**config.mk**
```make
export PLATFORM = sky130hd
export DESIGN_NAME = lsu_stage_flat
export DESIGN_NICKNAME = d
export VERILOG_FILES = /design/src/rtl/lsu_stage_if.sv /design/src/rtl/lsu_stage.sv /design/src/flat_wrapper.sv
export SDC_FILE = /design/constraint.sdc
export NUM_CORES = 1
export LEC_CHECK = 0
export CAP_MARGIN = 15
export CORE_MARGIN = 2
export CORE_UTILIZATION = 45
export CTS_CLUSTER_DIAMETER = 60
export DETAILED_ROUTE_END_ITERATION = 8
export PLACE_DENSITY = 0.92
export SYNTH_ARGS = -nofsm -noshare
export SYNTH_HDL_FRONTEND = slang
export SYNTH_SLANG_ARGS = --single-unit
```
**constraint.sdc**
```tcl
create_clock -name clk -period 2.5 [get_ports clk]
set_clock_uncertainty 0.15 [all_clocks]
set_input_delay 0.625 -clock clk [delete_from_list [all_inputs] [get_ports clk]]
set_output_delay 0.625 -clock clk [all_outputs]
set_load 0.03 [all_outputs]
```
**src/rtl/lsu_stage_if.sv**
```systemverilog
`default_nettype none
// ============================================================================
// Module   : lsu_stage_if
// Purpose  : Data-memory port bundle between the LSU stage (master) and the
//            data memory (slave): request/grant plus read response.
// Revision : 1.0 - initial release
// ============================================================================
interface lsu_stage_if #(
   parameter int XLEN = 32
);
   logic            mem_req;
   logic            mem_gnt;
   logic            mem_we;
   logic [3:0]      mem_be;
   logic [XLEN-1:0] mem_addr;
   logic [XLEN-1:0] mem_wdata;
   logic            mem_rvalid;
   logic [XLEN-1:0] mem_rdata;

   modport master (
      output mem_req, mem_we, mem_be, mem_addr, mem_wdata,
      input  mem_gnt, mem_rvalid, mem_rdata
   );

   modport slave (
      input  mem_req, mem_we, mem_be, mem_addr, mem_wdata,
      output mem_gnt, mem_rvalid, mem_rdata
   );
endinterface
`default_nettype wire

```
**src/rtl/lsu_stage.sv**
```systemverilog
`default_nettype none
// ============================================================================
// Module   : lsu_stage
// Purpose  : Memory pipeline stage. Passes ALU results to writeback after one
//            cycle and runs loads/stores as request/grant/response
//            transactions with byte-lane steering, sign/zero extension and
//            misalignment detection.
// Revision : 1.0 - initial release
// ============================================================================
module lsu_stage #(
   parameter int XLEN = 32
) (
   input  wire logic            clk,
   input  wire logic            rst,
   // EX-side handshake
   input  wire logic            ex_valid,
   output logic                 ex_ready,
   input  wire logic [1:0]      ex_op,
   input  wire logic [2:0]      ex_funct3,
   input  wire logic [XLEN-1:0] ex_addr,
   input  wire logic [XLEN-1:0] ex_wdata,
   input  wire logic [4:0]      ex_rd,
   // data-memory port
   lsu_stage_if.master          mem,
   // writeback
   output logic                 wb_valid,
   output logic                 wb_we,
   output logic [4:0]           wb_rd,
   output logic [XLEN-1:0]      wb_data,
   output logic                 wb_fault
);

   localparam logic [1:0] OP_ALU   = 2'b00;
   localparam logic [1:0] OP_LOAD  = 2'b01;
   localparam logic [1:0] OP_STORE = 2'b10;

   typedef enum logic [1:0] {
      ST_IDLE = 2'd0,
      ST_REQ  = 2'd1,
      ST_WAIT = 2'd2
   } state_t;

   state_t state, state_nxt;

   // transaction context captured at acceptance
   logic            is_store, is_store_nxt;
   logic [2:0]      f3_q, f3_nxt;
   logic [1:0]      lo_q, lo_nxt;
   logic [4:0]      rd_q, rd_nxt;

   // registered outputs
   logic            req_q, req_nxt;
   logic            we_q, we_nxt;
   logic [3:0]      be_q, be_nxt;
   logic [XLEN-1:0] addr_q, addr_nxt;
   logic [XLEN-1:0] wdata_q, wdata_nxt;
   logic            wbv_q, wbv_nxt;
   logic            wbwe_q, wbwe_nxt;
   logic [4:0]      wbrd_q, wbrd_nxt;
   logic [XLEN-1:0] wbdata_q, wbdata_nxt;
   logic            wbf_q, wbf_nxt;

   // decode of the incoming operation
   logic            is_ld, is_st;
   logic            f3_ok_ld, f3_ok_st;
   logic            misal;
   logic            fault;
   logic [3:0]      be_dec;
   logic [XLEN-1:0] wdata_dec;
   logic [XLEN-1:0] lane;
   logic [XLEN-1:0] load_val;

   assign ex_ready      = (state == ST_IDLE);

   assign mem.mem_req   = req_q;
   assign mem.mem_we    = we_q;
   assign mem.mem_be    = be_q;
   assign mem.mem_addr  = addr_q;
   assign mem.mem_wdata = wdata_q;

   assign wb_valid      = wbv_q;
   assign wb_we         = wbwe_q;
   assign wb_rd         = wbrd_q;
   assign wb_data       = wbdata_q;
   assign wb_fault      = wbf_q;

   // classify the EX operation: legality, alignment, lane enables, store data
   always_comb begin
      is_ld    = (ex_op == OP_LOAD);
      is_st    = (ex_op == OP_STORE);
      f3_ok_ld = (ex_funct3 == 3'b000) || (ex_funct3 == 3'b001) ||
                 (ex_funct3 == 3'b010) || (ex_funct3 == 3'b100) ||
                 (ex_funct3 == 3'b101);
      f3_ok_st = (ex_funct3 == 3'b000) || (ex_funct3 == 3'b001) ||
                 (ex_funct3 == 3'b010);
      // funct3[1:0] encodes the access size: 00 byte, 01 half, 10 word
      misal    = ((ex_funct3[1:0] == 2'b01) && ex_addr[0]) ||
                 ((ex_funct3[1:0] == 2'b10) && (ex_addr[1:0] != 2'b00));
      fault    = (ex_op == 2'b11) ||
                 (is_ld && !f3_ok_ld) ||
                 (is_st && !f3_ok_st) ||
                 ((is_ld || is_st) && misal);

      case (ex_funct3[1:0])
         2'b00:   be_dec = 4'b0001 << ex_addr[1:0];
         2'b01:   be_dec = 4'b0011 << ex_addr[1:0];
         default: be_dec = 4'b1111;
      endcase

      case (ex_funct3[1:0])
         2'b00:   wdata_dec = {4{ex_wdata[7:0]}};
         2'b01:   wdata_dec = {2{ex_wdata[15:0]}};
         default: wdata_dec = ex_wdata;
      endcase
   end

   // align the addressed lane to bit 0 and extend to the full width
   always_comb begin
      lane = mem.mem_rdata >> {lo_q, 3'b000};
      case (f3_q)
         3'b000:  load_val = {{(XLEN-8){lane[7]}}, lane[7:0]};
         3'b100:  load_val = {{(XLEN-8){1'b0}}, lane[7:0]};
         3'b001:  load_val = {{(XLEN-16){lane[15]}}, lane[15:0]};
         3'b101:  load_val = {{(XLEN-16){1'b0}}, lane[15:0]};
         default: load_val = lane;
      endcase
   end

   // next-state and next-output logic; every register holds unless updated
   always_comb begin
      state_nxt    = state;
      is_store_nxt = is_store;
      f3_nxt       = f3_q;
      lo_nxt       = lo_q;
      rd_nxt       = rd_q;
      req_nxt      = req_q;
      we_nxt       = we_q;
      be_nxt       = be_q;
      addr_nxt     = addr_q;
      wdata_nxt    = wdata_q;
      wbv_nxt      = 1'b0;
      wbwe_nxt     = wbwe_q;
      wbrd_nxt     = wbrd_q;
      wbdata_nxt   = wbdata_q;
      wbf_nxt      = wbf_q;

      case (state)
         ST_IDLE: begin
            if (ex_valid) begin
               if (ex_op == OP_ALU) begin
                  wbv_nxt    = 1'b1;
                  wbwe_nxt   = (ex_rd != 5'd0);
                  wbrd_nxt   = ex_rd;
                  wbdata_nxt = ex_addr;
                  wbf_nxt    = 1'b0;
               end else if (fault) begin
                  // report immediately, never touch memory
                  wbv_nxt    = 1'b1;
                  wbwe_nxt   = 1'b0;
                  wbrd_nxt   = ex_rd;
                  wbdata_nxt = ex_addr;
                  wbf_nxt    = 1'b1;
               end else begin
                  is_store_nxt = is_st;
                  f3_nxt       = ex_funct3;
                  lo_nxt       = ex_addr[1:0];
                  rd_nxt       = ex_rd;
                  req_nxt      = 1'b1;
                  we_nxt       = is_st;
                  be_nxt       = be_dec;
                  addr_nxt     = {ex_addr[XLEN-1:2], 2'b00};
                  wdata_nxt    = wdata_dec;
                  state_nxt    = ST_REQ;
               end
            end
         end

         ST_REQ: begin
            // request fields stay frozen until the memory grants
            if (mem.mem_gnt) begin
               req_nxt = 1'b0;
               we_nxt  = 1'b0;
               if (is_store) begin
                  wbv_nxt   = 1'b1;
                  wbwe_nxt  = 1'b0;
                  wbrd_nxt  = rd_q;
                  wbf_nxt   = 1'b0;
                  state_nxt = ST_IDLE;
               end else begin
                  state_nxt = ST_WAIT;
               end
            end
         end

         ST_WAIT: begin
            if (mem.mem_rvalid) begin
               wbv_nxt    = 1'b1;
               wbwe_nxt   = (rd_q != 5'd0);
               wbrd_nxt   = rd_q;
               wbdata_nxt = load_val;
               wbf_nxt    = 1'b0;
               state_nxt  = ST_IDLE;
            end
         end

         default: state_nxt = ST_IDLE;
      endcase
   end

   // state register
   always_ff @(posedge clk) begin
      if (rst) state <= ST_IDLE;
      else     state <= state_nxt;
   end

   // context and output registers; reset abandons any open transaction
   always_ff @(posedge clk) begin
      if (rst) begin
         is_store <= 1'b0;
         f3_q     <= 3'd0;
         lo_q     <= 2'd0;
         rd_q     <= 5'd0;
         req_q    <= 1'b0;
         we_q     <= 1'b0;
         be_q     <= 4'd0;
         addr_q   <= '0;
         wdata_q  <= '0;
         wbv_q    <= 1'b0;
         wbwe_q   <= 1'b0;
         wbrd_q   <= 5'd0;
         wbdata_q <= '0;
         wbf_q    <= 1'b0;
      end else begin
         is_store <= is_store_nxt;
         f3_q     <= f3_nxt;
         lo_q     <= lo_nxt;
         rd_q     <= rd_nxt;
         req_q    <= req_nxt;
         we_q     <= we_nxt;
         be_q     <= be_nxt;
         addr_q   <= addr_nxt;
         wdata_q  <= wdata_nxt;
         wbv_q    <= wbv_nxt;
         wbwe_q   <= wbwe_nxt;
         wbrd_q   <= wbrd_nxt;
         wbdata_q <= wbdata_nxt;
         wbf_q    <= wbf_nxt;
      end
   end

endmodule
`default_nettype wire

```
**src/flat_wrapper.sv**
```systemverilog
// flat-port wrapper written by rule: the top's interface ports become plain ports
module lsu_stage_flat 
#(
   parameter int XLEN = 32
)
  (clk, rst, ex_valid, ex_ready, ex_op, ex_funct3, ex_addr, ex_wdata, ex_rd, wb_valid, wb_we, wb_rd, wb_data, wb_fault, mem_mem_req, mem_mem_we, mem_mem_be, mem_mem_addr, mem_mem_wdata, mem_mem_gnt, mem_mem_rvalid, mem_mem_rdata);
  lsu_stage_if #(.XLEN(XLEN)) mem_i ();
  input  wire logic clk;
  input  wire logic rst;
  input  wire logic ex_valid;
  output logic ex_ready;
  input  wire logic [1:0] ex_op;
  input  wire logic [2:0] ex_funct3;
  input  wire logic [XLEN-1:0] ex_addr;
  input  wire logic [XLEN-1:0] ex_wdata;
  input  wire logic [4:0] ex_rd;
  output logic wb_valid;
  output logic wb_we;
  output logic [4:0] wb_rd;
  output logic [XLEN-1:0] wb_data;
  output logic wb_fault;
  output wire logic [$bits(mem_i.mem_req)-1:0] mem_mem_req;
  output wire logic [$bits(mem_i.mem_we)-1:0] mem_mem_we;
  output wire logic [$bits(mem_i.mem_be)-1:0] mem_mem_be;
  output wire logic [$bits(mem_i.mem_addr)-1:0] mem_mem_addr;
  output wire logic [$bits(mem_i.mem_wdata)-1:0] mem_mem_wdata;
  input wire logic [$bits(mem_i.mem_gnt)-1:0] mem_mem_gnt;
  input wire logic [$bits(mem_i.mem_rvalid)-1:0] mem_mem_rvalid;
  input wire logic [$bits(mem_i.mem_rdata)-1:0] mem_mem_rdata;
  assign mem_mem_req = mem_i.mem_req;
  assign mem_mem_we = mem_i.mem_we;
  assign mem_mem_be = mem_i.mem_be;
  assign mem_mem_addr = mem_i.mem_addr;
  assign mem_mem_wdata = mem_i.mem_wdata;
  assign mem_i.mem_gnt = mem_mem_gnt;
  assign mem_i.mem_rvalid = mem_mem_rvalid;
  assign mem_i.mem_rdata = mem_mem_rdata;
  lsu_stage #(.XLEN(XLEN)) u_core (.clk(clk), .rst(rst), .ex_valid(ex_valid), .ex_ready(ex_ready), .ex_op(ex_op), .ex_funct3(ex_funct3), .ex_addr(ex_addr), .ex_wdata(ex_wdata), .ex_rd(ex_rd), .mem(mem_i), .wb_valid(wb_valid), .wb_we(wb_we), .wb_rd(wb_rd), .wb_data(wb_data), .wb_fault(wb_fault));
endmodule
```
==> impl_metrics.env <==
export IMPL_dpl_hpwl_um=14400
export IMPL_num_rows=41
export IMPL_path_max_fanout=6
export IMPL_root_buffer="clkbuf_16"
export IMPL_switching_share=0.328
export IMPL_crit_chain="inv_1 -> ha_1 -> dlygate4sd2_1"
export IMPL_layout_drive_gt1_share=0.127
export IMPL_drv_slew=0
export IMPL_grt_pass1_wl_um=30700
export IMPL_combPwrFrac=0.328
export IMPL_p_int_mw=4.61
export IMPL_p_leak_nw=3.34
export IMPL_status="completed"
export IMPL_ys_seq_elements=121
export IMPL_r2r_start="u_core.state[0]"
export IMPL_max_freq_mhz=416
export IMPL_io_pins=222
export IMPL_fin_crit_ns=2.41
export IMPL_finalSetupViolCount=0
export IMPL_antenna_found_initial=0
export IMPL_cts_inserted_buffers=17
export IMPL_worst_path_buf_inv=2
export IMPL_design_area_mm2=0.00911
export IMPL_placed_area_mm2=0.00849
export IMPL_cp_required_ns=1.73
export IMPL_rsz0062_at_grt="false"
export IMPL_grt_util_all_layers=0.274
export IMPL_tritoncts="done"
export IMPL_clockBufferDepth=2
export IMPL_dominantRegCellSynth="dfxtp_1"
export IMPL_relSlewSlack=0.581
export IMPL_synthTopCellsByCount="121 x dfxtp_1, 120 x nand2_1, 93 x a21oi_1"
export IMPL_die_width_um=119
export IMPL_grt_pass1_vias=5945
export IMPL_p_switching_mw=2.25
export IMPL_clk_pin_slew_worst_paths_ns=0.05
export IMPL_ys_types=57
export IMPL_power_frac_seq=0.336
export IMPL_crit_path_end_kind="output pin"
export IMPL_pwr_share_clk=0.336
export IMPL_syn_area_mm2=0.00591
export IMPL_dr_pass1_iters=5
export IMPL_cts_sinks=121
export IMPL_pre_cts_slack_ns=-0.512
export IMPL_clk_latency_ns=0.41
export IMPL_cts_hold_buffers=0
export IMPL_synth_yosys_seq_area_share=0.410
export IMPL_synth_most_common_cell="dfxtp_1"
export IMPL_wl_per_cell_um=18.0
export IMPL_hold_class="reg2reg"
export IMPL_synth_edf_count=0
export IMPL_worstPathArrival_ns=1.63
export IMPL_finalHoldViolations=0
export IMPL_synth_top_area_cell="dfxtp_1"
export IMPL_core_area_mm2=0.0127
export IMPL_port_buffers=219
export IMPL_synth_area_leaders="dfxtp_1 41%, mux2i_1 11%, a21oi_1 7.9%"
export IMPL_holdWs_ns=0.302
export IMPL_power_density_mw_per_mm2=754
export IMPL_gp_congestion=0.898
export IMPL_syn_area_per_cell_um2=8.71
export IMPL_drc_errors=0
export IMPL_worstSetupPathType="reg2out"
export IMPL_area_growth_pct=54.2
export IMPL_cpPeakStageDelay_ns=0.43
export IMPL_crit_slowest_cell="dlygate4sd2_1"
export IMPL_die_y_um=119
export IMPL_synth_warnings=0
export IMPL_hold_start="u_core.mem.mem_wdata[24]"
export IMPL_syn_instance_count=678
export IMPL_ir_worst_vdd_mv=0.555
export IMPL_vias_per_cell=5.52
export IMPL_overflow=0
export IMPL_critical_path_top_delay_family="buffers and inverters"
export IMPL_start_util=0.464
export IMPL_synth_top_area_frac=0.410
export IMPL_worstSetupStartpoint="u_core.state[1]"
export IMPL_place_inst=1068
export IMPL_fin_nets=1037
export IMPL_fin_ws_ns=0.0936
export IMPL_post_route_period_util=0.963
export IMPL_drtIter0Drc=466
export IMPL_tightest_slew_ns=0.625
export IMPL_wl_um=19800
export IMPL_stdcell_count=1103
export IMPL_max_cap_viol_count=0
export IMPL_postSynth_asyncResetShare=0
export IMPL_die_area_mm2=0.0141
export IMPL_htree_levels=4
export IMPL_grt_max_degree=56
export IMPL_tns_ns=0
export IMPL_antenna_cells=0
export IMPL_vias=6085
export IMPL_ant_nets=0
export IMPL_setup_worst_path_start_class="flop"
## worst register-to-register path: cells and delay by family, from the launching register on
family | cells | cell delay, ns
buf+inv | 4 | 0.65
compound gates | 3 | 0.64
flops | 1 | 0.39
fa+ha+maj | 1 | 0.29
## metal layers
metal,track usage,vias to the layer above,part of all wire
met5,0,-,0
met1,0.311,2862,0.39
met4,0.133,0,0.039
met2,0.465,261,0.49
met3,0.0864,57,0.080
li1,-,2905,-
## layout by cell type, fill, tap and decap left out, types with 8 or more instances in the layout
| cell | count |
|---|---|
| o21ai_0 | 18 |
| nand2_1 | 120 |
| clkbuf_16 | 18 |
| nor2_1 | 48 |
| buf_4 | 48 |
| o22ai_1 | 8 |
| nor3_1 | 8 |
| a21oi_1 | 92 |
| a311oi_1 | 10 |
| o211ai_1 | 13 |
| o2bb2ai_2 | 10 |
| inv_1 | 15 |
| clkdlybuf4s50_1 | 215 |
| mux2i_1 | 67 |
| a211oi_1 | 26 |
| dfxtp_1 | 121 |
## layout make-up
type | instances | area [um^2]
well taps | 172 | 215
flip-flops and latches | 121 | 2420
multi-input cells | 487 | 3140
repair buffers | 274 | 2700
clock buffers | 24 | 492
fillers | 946 | 3610
clock inverters | 8 | 68.8
inverters | 17 | 63.8
## state kept, by name, indices dropped and copies added, names as in the netlist
register and count:
u_core.mem.mem_wdata 32, u_core.wb_data 32, u_core.mem.mem_addr 30, u_core.rd_q 5
u_core.wb_rd 5, u_core.mem.mem_be 4, u_core.f3_q 3, u_core.lo_q 2
u_core.state 2, u_core.is_store 1, u_core.mem.mem_req 1, u_core.mem.mem_we 1
u_core.wb_fault 1, u_core.wb_valid 1, u_core.wb_we 1
## through the flow
step / utilization / total power, mW
after floorplan: - / 3.58
after global placement: 0.667 / 4.50
after detailed placement: 0.667 / 4.55
after CTS: 0.712 / 6.85
after global routing: 0.716 / 7.15
final: 0.716 / 6.86
## power groups by stage
stage	sequential, mW	clock, mW	combinational, mW
after floorplan	2.74	0	0.837
after global placement	2.34	0	2.16
after detailed placement	2.34	0	2.20
after CTS	2.31	2.33	2.21
after global routing	2.33	2.43	2.38
final	2.31	2.31	2.25
## logic make-up after synthesis
| logic type | count (synthesis) | synth area share |
|---|---|---|
| AOI/OAI and AO/OA | 212 | 0.255 |
| and+or+nand+nor | 195 | 0.137 |
| DFF | 121 | 0.410 |
| buffers and inverters | 71 | 0.0612 |
| muxes | 69 | 0.117 |
| adders and majority gates | 8 | 0.0169 |
| other | 1 | 0.000635 |
| xor gates and xnor gates | 1 | 0.00148 |
## path summary, 6_finish.rpt
kind | slack, ns | cells past startpoint | to
worst max register to register | 0.27 | 8 | u_core.wb_data[0]
worst min-delay path | 0.30 | 2 | u_core.mem.mem_wdata[24]
worst min register to register | 0.30 | 2 | u_core.mem.mem_wdata[24]
worst max-delay path | 0.09 | 3 | ex_ready
## timing repair
action	4_1_cts	5_1_grt
gates cloned	0	1
buffers inserted	1	1
gates resized for setup	4	6
pin swaps	1	3
endpoints found under the setup margin	44	84
No activity file was read; power rests on OpenSTA's default activity.
